$ cat config.mk
export PLATFORM = sky130hd
export DESIGN_NAME = mem_arbiter
export DESIGN_NICKNAME = d
export VERILOG_FILES = /design/src/rtl/mem_arbiter.sv
export SDC_FILE = /design/constraint.sdc
export NUM_CORES = 1
export LEC_CHECK = 0
export CORE_AREA = 3 3 163 165
export CTS_CLUSTER_DIAMETER = 120
export DETAILED_ROUTE_END_ITERATION = 7
export DIE_AREA = 0 0 166 168
export PLACE_DENSITY_LB_ADDON = 0.3
export REMOVE_ABC_BUFFERS = 1
export SLEW_MARGIN = 25
export SYNTH_ARGS = -nofsm -noshare
export SYNTH_HDL_FRONTEND = slang
export SYNTH_SLANG_ARGS = --single-unit
export TNS_END_PERCENT = 50
$ cat constraint.sdc
create_clock -name clk -period 2.6 [get_ports clk]
set_input_delay 0.39 -clock clk [delete_from_list [all_inputs] [get_ports clk]]
set_output_delay 0.39 -clock clk [all_outputs]
set_load 0.005 [all_outputs]
$ cat src/rtl/mem_arbiter.sv
// Purpose : burst-locked round-robin arbiter sharing one table-memory port among NUM_REQ requesters.
// Latency : 1 arbitration cycle from request to mem_ce_o; 1 idle cycle per handover; data/ready pass-through.
// Backpres: losers hold ce and see ready=0; the owner sees mem_ready_i directly; no timeout on a held burst.
// Option  : define MEM_ARB_PRIO0_EN to give requester 0 (control-plane writer) strict priority at arbitration.
module mem_arbiter #(
   parameter int NUM_REQ = 4,
   parameter int ADDR_W  = 32,
   parameter int DATA_W  = 32
) (
   input  logic                           clk,
   input  logic                           rst,
   input  logic [NUM_REQ-1:0]             req_ce_i,
   input  logic [NUM_REQ-1:0]             req_we_i,
   input  logic [NUM_REQ-1:0][ADDR_W-1:0] req_addr_i,
   input  logic [NUM_REQ-1:0][3:0]        req_width_i,
   input  logic [NUM_REQ-1:0][DATA_W-1:0] req_data_i,
   output logic [NUM_REQ-1:0]             req_ready_o,
   output logic [DATA_W-1:0]              req_data_o,
   output logic                           mem_ce_o,
   output logic                           mem_we_o,
   output logic [ADDR_W-1:0]              mem_addr_o,
   output logic [3:0]                     mem_width_o,
   output logic [DATA_W-1:0]              mem_data_o,
   input  logic [DATA_W-1:0]              mem_data_i,
   input  logic                           mem_ready_i,
   output logic [NUM_REQ-1:0]             grant_o,
   output logic                           busy_o
);

   localparam int PTR_W = (NUM_REQ > 1) ? $clog2(NUM_REQ) : 1;

   typedef enum logic {
      STATE_IDLE = 1'b0,
      STATE_BUSY = 1'b1
   } state_t;

   // One memory command as seen by the table port (ce carried separately).
   typedef struct packed {
      logic              we;
      logic [ADDR_W-1:0] addr;
      logic [3:0]        width;
      logic [DATA_W-1:0] data;
   } mem_req_t;

   state_t             state;
   logic [NUM_REQ-1:0] grant;
   logic [PTR_W-1:0]   grant_idx;
   logic [PTR_W-1:0]   rr_ptr;

   logic               win_vld;
   logic [PTR_W-1:0]   win_idx;
   logic               sel_ce;
   logic               active;
   mem_req_t           sel_req;
   mem_req_t           out_req;

   // Index 'off' positions above 'base' on the requester ring (off < NUM_REQ).
   function automatic logic [PTR_W-1:0] ring_idx(input logic [PTR_W-1:0] base, input int off);
      int sum;
      sum = int'(base) + off;
      if (sum >= NUM_REQ) begin
         sum = sum - NUM_REQ;
      end
      return sum[PTR_W-1:0];
   endfunction

   // Winner search: scan from far to near so the requester closest to rr_ptr overrides the rest.
   always_comb begin
      win_vld = 1'b0;
      win_idx = '0;
      for (int k = NUM_REQ - 1; k >= 0; k--) begin
         if (req_ce_i[ring_idx(rr_ptr, k)]) begin
            win_vld = 1'b1;
            win_idx = ring_idx(rr_ptr, k);
         end
      end
`ifdef MEM_ARB_PRIO0_EN
      // Control-plane writer jumps the queue, but only here at arbitration, never mid-burst.
      if (req_ce_i[0]) begin
         win_vld = 1'b1;
         win_idx = '0;
      end
`endif
   end

   // Pass-through mux of the owner's command, forced to zero whenever no burst word is live.
   always_comb begin
      sel_ce        = req_ce_i[grant_idx];
      active        = (state == STATE_BUSY) && sel_ce;
      sel_req.we    = req_we_i[grant_idx];
      sel_req.addr  = req_addr_i[grant_idx];
      sel_req.width = req_width_i[grant_idx];
      sel_req.data  = req_data_i[grant_idx];
      out_req       = active ? sel_req : '0;
   end

   assign mem_ce_o    = active;
   assign mem_we_o    = out_req.we;
   assign mem_addr_o  = out_req.addr;
   assign mem_width_o = out_req.width;
   assign mem_data_o  = out_req.data;

   // Only the live owner sees the memory handshake; ready in idle or on release goes nowhere.
   assign req_ready_o = active ? (grant & {NUM_REQ{mem_ready_i}}) : '0;

   // Read data is a broadcast; requesters qualify it with their own ready.
   assign req_data_o  = mem_data_i;

   assign grant_o     = grant;
   assign busy_o      = (state == STATE_BUSY);

   // Grant FSM: lock on a winner for the whole burst, advance the rotation pointer on release.
   always_ff @(posedge clk) begin
      if (rst) begin
         state     <= STATE_IDLE;
         grant     <= '0;
         grant_idx <= '0;
         rr_ptr    <= '0;
      end else begin
         case (state)
            STATE_IDLE: begin
               if (win_vld) begin
                  state     <= STATE_BUSY;
                  grant_idx <= win_idx;
                  grant     <= {{(NUM_REQ-1){1'b0}}, 1'b1} << win_idx;
               end
            end
            STATE_BUSY: begin
               if (!sel_ce) begin
                  state  <= STATE_IDLE;
                  grant  <= '0;
                  rr_ptr <= ring_idx(grant_idx, 1);
               end
            end
            default: begin
               state <= STATE_IDLE;
               grant <= '0;
            end
         endcase
      end
   end

endmodule
==> impl_metrics.ini, run 1 <==
[run_status]
status = finished, final reports clean

[route]
remaining_drc_errors = 0
routed_wl_mm = 18.2
via_count = 3641
ant_nets = 0
drtIter0Drc = 106
vias_per_cell = 4.03
wire_per_inst_microns = 20.2
dr.pass1.iters = 4

[yosys]
synth_top_cell_by_area = mux4_2
avgSynthCellArea_sq_um = 11.2
synth_seq_cells = 9
synth_top_area_share_pct = 55.0
async_flop_share_pct = 0
yosysSeqAreaShare_pct = 6.29
synth_edf_count = 0
synth_cell_types = 29
synth_area_leaders = mux4_2, and3_1, buf_4, dfxtp_1, clkbuf_1
synth_flop_cell = dfxtp_1
syn_inst = 255
yosysWarnings = 0
syn_area_sq_um = 2870

[global_route]
globalRouteMet1Util_pct = 15.6
grt_pass1_wl_mm = 26.2
grt_pass1_vias = 3993
grt-busiest-layer = met2
grt_max_degree = 75
grt.met3_usage_pct = 5.75
grt_usage_pct = 12.3
grtUsageMet2_pct = 19.8
antenna_found_initial = 0
globalRoute.totalOverflow = 0

[place]
gp_congestion = 0.824
placed_cell_area_sq_um = 6700
numPortBuffers = 361
dp_cells = 896
dp_hpwl_mm = 15.5

[cells_and_area]
layout-drive-gt1-share_pct = 17.6
final_common_cell = clkdlybuf4s50_1
layout_common_cells = clkdlybuf4s50_1, and3_1, mux4_2
num_antenna_cells = 0
utilization_pct = 27.3
syn_to_final_growth_pct = 140
stdcell_count = 904
fillerInstances = 2690
nNetsFinal = 890
fin_area_sq_um = 6870

[sta]
rsz0062_at_grt = true
setup_viol = 0
hold_viol = 0
fin_skew_ns = 0.000827
slew_headroom_pct = 76.3
fin_crit_ns = 2.60
fmax_mhz = 385
period_share_pct = 99.9
tightest_slew_ns = 0.356
final-max-slew-violation-count = 0

[cts]
path_clk_slew_ns = 0.04
cts_sinks = 9
cts_max_level = 1
numCtsBuffers = 3
cts_tree = yes
clock-root-buffer = clkbuf_16
clock_latency_ns = 0.24
clockBufferDepth = 2

[die]
ios = 426
start_util_pct = 11.4
die_x_microns = 166
rows = 58
die_area_sq_um = 27900
die_h_microns = 168
core-area_sq_um = 25200

[pwr]
power_density_nw_per_um2 = 238
leakage_nw = 3.10
vdd_ir_drop_max_mv = 0.207

[worst_setup_path]
start_kind = input port
crit_arrival_ns = 2.21
required_ns = 2.21
critPathCaptureType = output pin
r2r_slack_ns = 0.73
cp_max_fo = 43
critPathKind = input port to output pin

[flow_run]
maxCapViolCount = 0

[hold_path]
holdCritPathClass = flip-flop to flip-flop
-- cell usage after synthesis (2+ instances only) --
library cell  instances
and3_1               73
mux4_2               70
buf_4                32
clkbuf_1             20
buf_2                 9
dfxtp_1               9
nor2_1                8
a32o_1                4
a21oi_1               3
buf_6                 3
inv_1                 3
a21o_1                2
mux2i_1               2
or2_2                 2
-- final cells by class --
type	count	area [sq um]	area share, %
inverters	3	11.3	0.164
well taps	330	413	6.01
repair buffers	380	3890	56.7
multi-input cells	178	2280	33.2
flip-flops and latches	9	189	2.75
clock buffers	4	78.8	1.15
-- worst max-delay path, cell delays in order --
cell	delay, ns
clkdlybuf4s50_1	0.43
mux4_2	0.56
buf_6	0.16
buf_12	0.15
and3_1	0.20
dlygate4sd2_1	0.27
-- repair_timing --
item | in CTS | in global routing
pin swaps | 0 | 1
endpoints found under the setup margin | 74 | 32
setup buffers | 3 | 1
hold buffers | 0 | 0
resized for setup | 45 | 27
-- where the power goes --
group | switching (mW) | leakage [nW] | total, mW | internal [mW]
Combinational | 0.371 | 2.99 | 1.19 | 0.820
Clock | 0.0670 | 0.0382 | 0.272 | 0.205
Sequential | 0.0183 | 0.0755 | 0.170 | 0.152
-- logic make-up (layout without fill, tap and decap cells) --
logic type	after synthesis	count (layout)	synth area share [%]
muxes	72	72	55.7
DFF	9	9	6.29
AOI/OAI and AO/OA	16	16	4.41
xor gates and xnor gates	1	1	0.306
buffers and inverters	68	387	14.3
and+or+nand+nor	89	89	19.0
-- path summary, 6_finish.rpt --
path,endpoint,from,cells past startpoint
worst max-delay path,mem_addr_o[2],req_ce_i[3],6
worst min-delay path,grant_o[0]$_SDFFE_PP0P_,grant_o[0]$_SDFFE_PP0P_,1
worst max register to register,grant_o[2]$_SDFFE_PP0P_,grant_idx[0]$_SDFFE_PP0P_,6
worst min register to register,grant_o[0]$_SDFFE_PP0P_,grant_o[0]$_SDFFE_PP0P_,1
-- per-layer routing --
| metal | up-vias | wire [microns] |
|---|---|---|
| met3 | 8 | 2080 |
| li1 | 1657 | - |
| met4 | 0 | 97 |
| met5 | - | 0 |
| met2 | 252 | 8350 |
| met1 | 1724 | 7680 |
-- registers in the layout, indices dropped and copies added (netlist names) --
register and flops:
grant_idx 2, busy_o 1, rr_ptr 2, grant_o 4
-- through the flow --
stage | worst slack (ns) | hold WS [ns] | total power [mW] | setup TNS [ns]
4_1_cts | -0.0262 | 0.490 | 1.66 | -0.242
5_1_grt | -0.0204 | 0.528 | 1.74 | -0.323
2_1_floorplan | -2.30 | 0.459 | 0.646 | -169.82
3_3_place_gp | -0.0328 | 0.477 | 1.39 | -0.620
6_report | 0.00249 | 0.485 | 1.63 | 0
3_5_place_dp | -0.0796 | 0.482 | 1.40 | -2.57
No activity file was read; power rests on OpenSTA's default activity.
==> inputs of run 2 (changes only) <==
--- a/config.mk
+++ b/config.mk
@@ -9,7 +9,7 @@
 export CTS_CLUSTER_DIAMETER = 120
 export DETAILED_ROUTE_END_ITERATION = 7
 export DIE_AREA = 0 0 166 168
-export PLACE_DENSITY_LB_ADDON = 0.3
+export PLACE_DENSITY = 0.45
 export REMOVE_ABC_BUFFERS = 1
 export SLEW_MARGIN = 25
 export SYNTH_ARGS = -nofsm -noshare
==> impl_metrics.ini, run 2 (synthesized netlist as in run 1, its figures left out) <==
[worst_setup_path]
cp_max_fo = 6
reg2reg_from = grant_idx[0]$_SDFFE_PP0P_
required_ns = 2.21
r2r_slack_ns = 0.87
critPathKind = input port to output pin
start_kind = input port
reg2reg_to = grant_o[0]$_SDFFE_PP0P_
crit_arrival_ns = 2.03
critPathCaptureType = output pin
worst_r2r_path_depth = 5

[cts]
clock_latency_ns = 0.23
numCtsBuffers = 3
cts_tree = yes
clock-root-buffer = clkbuf_16
path_clk_slew_ns = 0.04
clockBufferDepth = 2
cts_max_level = 1
cts_sinks = 9

[global_route]
grt-busiest-layer = met2
grtUsageMet2_pct = 21.8
globalRoute.totalOverflow = 0
grt_pass1_wl_mm = 28.1
globalRouteMet1Util_pct = 16.2
grt_max_degree = 43
antenna_found_initial = 0
grt.met3_usage_pct = 5.85
grt_pass1_vias = 4178
grt_usage_pct = 13.1

[pwr]
p_sw_share_pct = 28.1
switching_power_mw = 0.463
vdd_ir_drop_max_mv = 0.167
power_density_nw_per_um2 = 235
leakage_nw = 3.76
seqPwrFrac_pct = 10.1
power.internal_mw = 1.18
p_clk_share_pct = 16.3
p_comb_share_pct = 73.6

[run_status]
status = finished, final reports clean

[hold_path]
holdCritPathClass = flip-flop to flip-flop
worstHoldEndpoint = grant_o[1]$_SDFFE_PP0P_
holdPathStages = 1
min-delay-start = grant_o[1]$_SDFFE_PP0P_

[cells_and_area]
num_antenna_cells = 0
final_common_cell = clkdlybuf4s50_1
nNetsFinal = 890
layout-drive-gt1-share_pct = 17.6
stdcell_count = 904
largest_reg_flops = 4
syn_to_final_growth_pct = 145
layout_common_cells = clkdlybuf4s50_1, dlymetal6s2s_1, and3_1

[place]
gp_congestion = 0.806
dp_cells = 897
dpl_worst_slack_ns = -0.0857
numPortBuffers = 361
dp_hpwl_mm = 17.1

[sta]
finalWorstSetupSlack_ns = 0.180
tightest_slew_ns = 0.388
period_share_pct = 93.1
final-max-slew-violation-count = 0
fmax_mhz = 413
hold_viol = 0
rsz0062_at_grt = false
fin_crit_ns = 2.42
setup_viol = 0
slew_headroom_pct = 74.2
fin_skew_ns = 0.000647

[die]
ios = 426
die_h_microns = 168
die_area_sq_um = 27900
die_x_microns = 166
core-area_sq_um = 25200
rows = 58
start_util_pct = 11.4

[route]
routed_wl_mm = 19.7
remaining_drc_errors = 0
drtIter0Drc = 142
via_count = 3684
vias_per_cell = 4.08
ant_nets = 0
dr.pass1.iters = 6
wire_per_inst_microns = 21.8

[flow_run]
maxCapViolCount = 0
==> run 2: routing by layer <==
layer | part of all wire, % | up-vias
li1 | - | 1660
met1 | 41 | 1781
met2 | 47 | 227
met3 | 11 | 14
met4 | 0.69 | 2
met5 | 0.63 | -
==> run 2: final cells by class <==
type,count,area [sq um]
Sequential cell,9,189
Timing Repair Buffer,380,4040
Clock buffer,4,78.8
Fill cell,2614,18200
Inverter,3,11.3
Tap cell,330,413
Multi-Input combinational cell,178,2280
==> run 2: repair_timing <==
item	4_1_cts	5_1_grt
pin swaps	0	1
setup buffers	3	0
hold buffers	0	0
endpoints found under the hold margin	0	0
setup endpoints to repair	73	73
gates resized for setup	4	79
==> run 2: worst max path at each step <==
stage / start / end / slack (ns) / cells past startpoint
floorplan: grant_idx[0]$_SDFFE_PP0P_ / req_ready_o[0] / -2.30 / 3
global placement: req_ce_i[3] / mem_addr_o[23] / -0.07 / 5
detailed placement: req_ce_i[3] / mem_addr_o[23] / -0.09 / 5
CTS: req_ce_i[3] / mem_addr_o[23] / -0.05 / 5
global route: req_ce_i[3] / mem_ce_o / 0.15 / 4
finish: req_ce_i[3] / mem_ce_o / 0.18 / 4
==> run 2: worst max-delay path, cell delays in order <==
cell	delay, ns
clkdlybuf4s50_1	0.42
mux4_2	0.56
and2_4	0.20
clkdlybuf4s50_1	0.46
==> run 2: power by group through the flow <==
stage	clock network [mW]	registers (mW)	logic, mW
final	0.268	0.167	1.21
after global routing	0.278	0.169	1.30
after CTS	0.271	0.167	1.25
after detailed placement	0	0.177	1.21
after global placement	0	0.178	1.20
after floorplan	0	0.241	0.405
==> run 2: per-stage QoR <==
| stage | cell area, sq um | TNS [ns] | hold WS [ns] | util, % | power (mW) |
|---|---|---|---|---|---|
| 2_1_floorplan | 2470 | -169.82 | 0.459 | - | 0.646 |
| 3_3_place_gp | 6690 | -2.72 | 0.490 | 26.5 | 1.38 |
| 3_5_place_dp | 6690 | -3.85 | 0.498 | 26.5 | 1.39 |
| 4_1_cts | 6810 | -0.589 | 0.506 | 27.0 | 1.68 |
| 5_1_grt | 7020 | 0 | 0.530 | 27.9 | 1.75 |
| 6_report | 7020 | 0 | 0.492 | 27.9 | 1.65 |
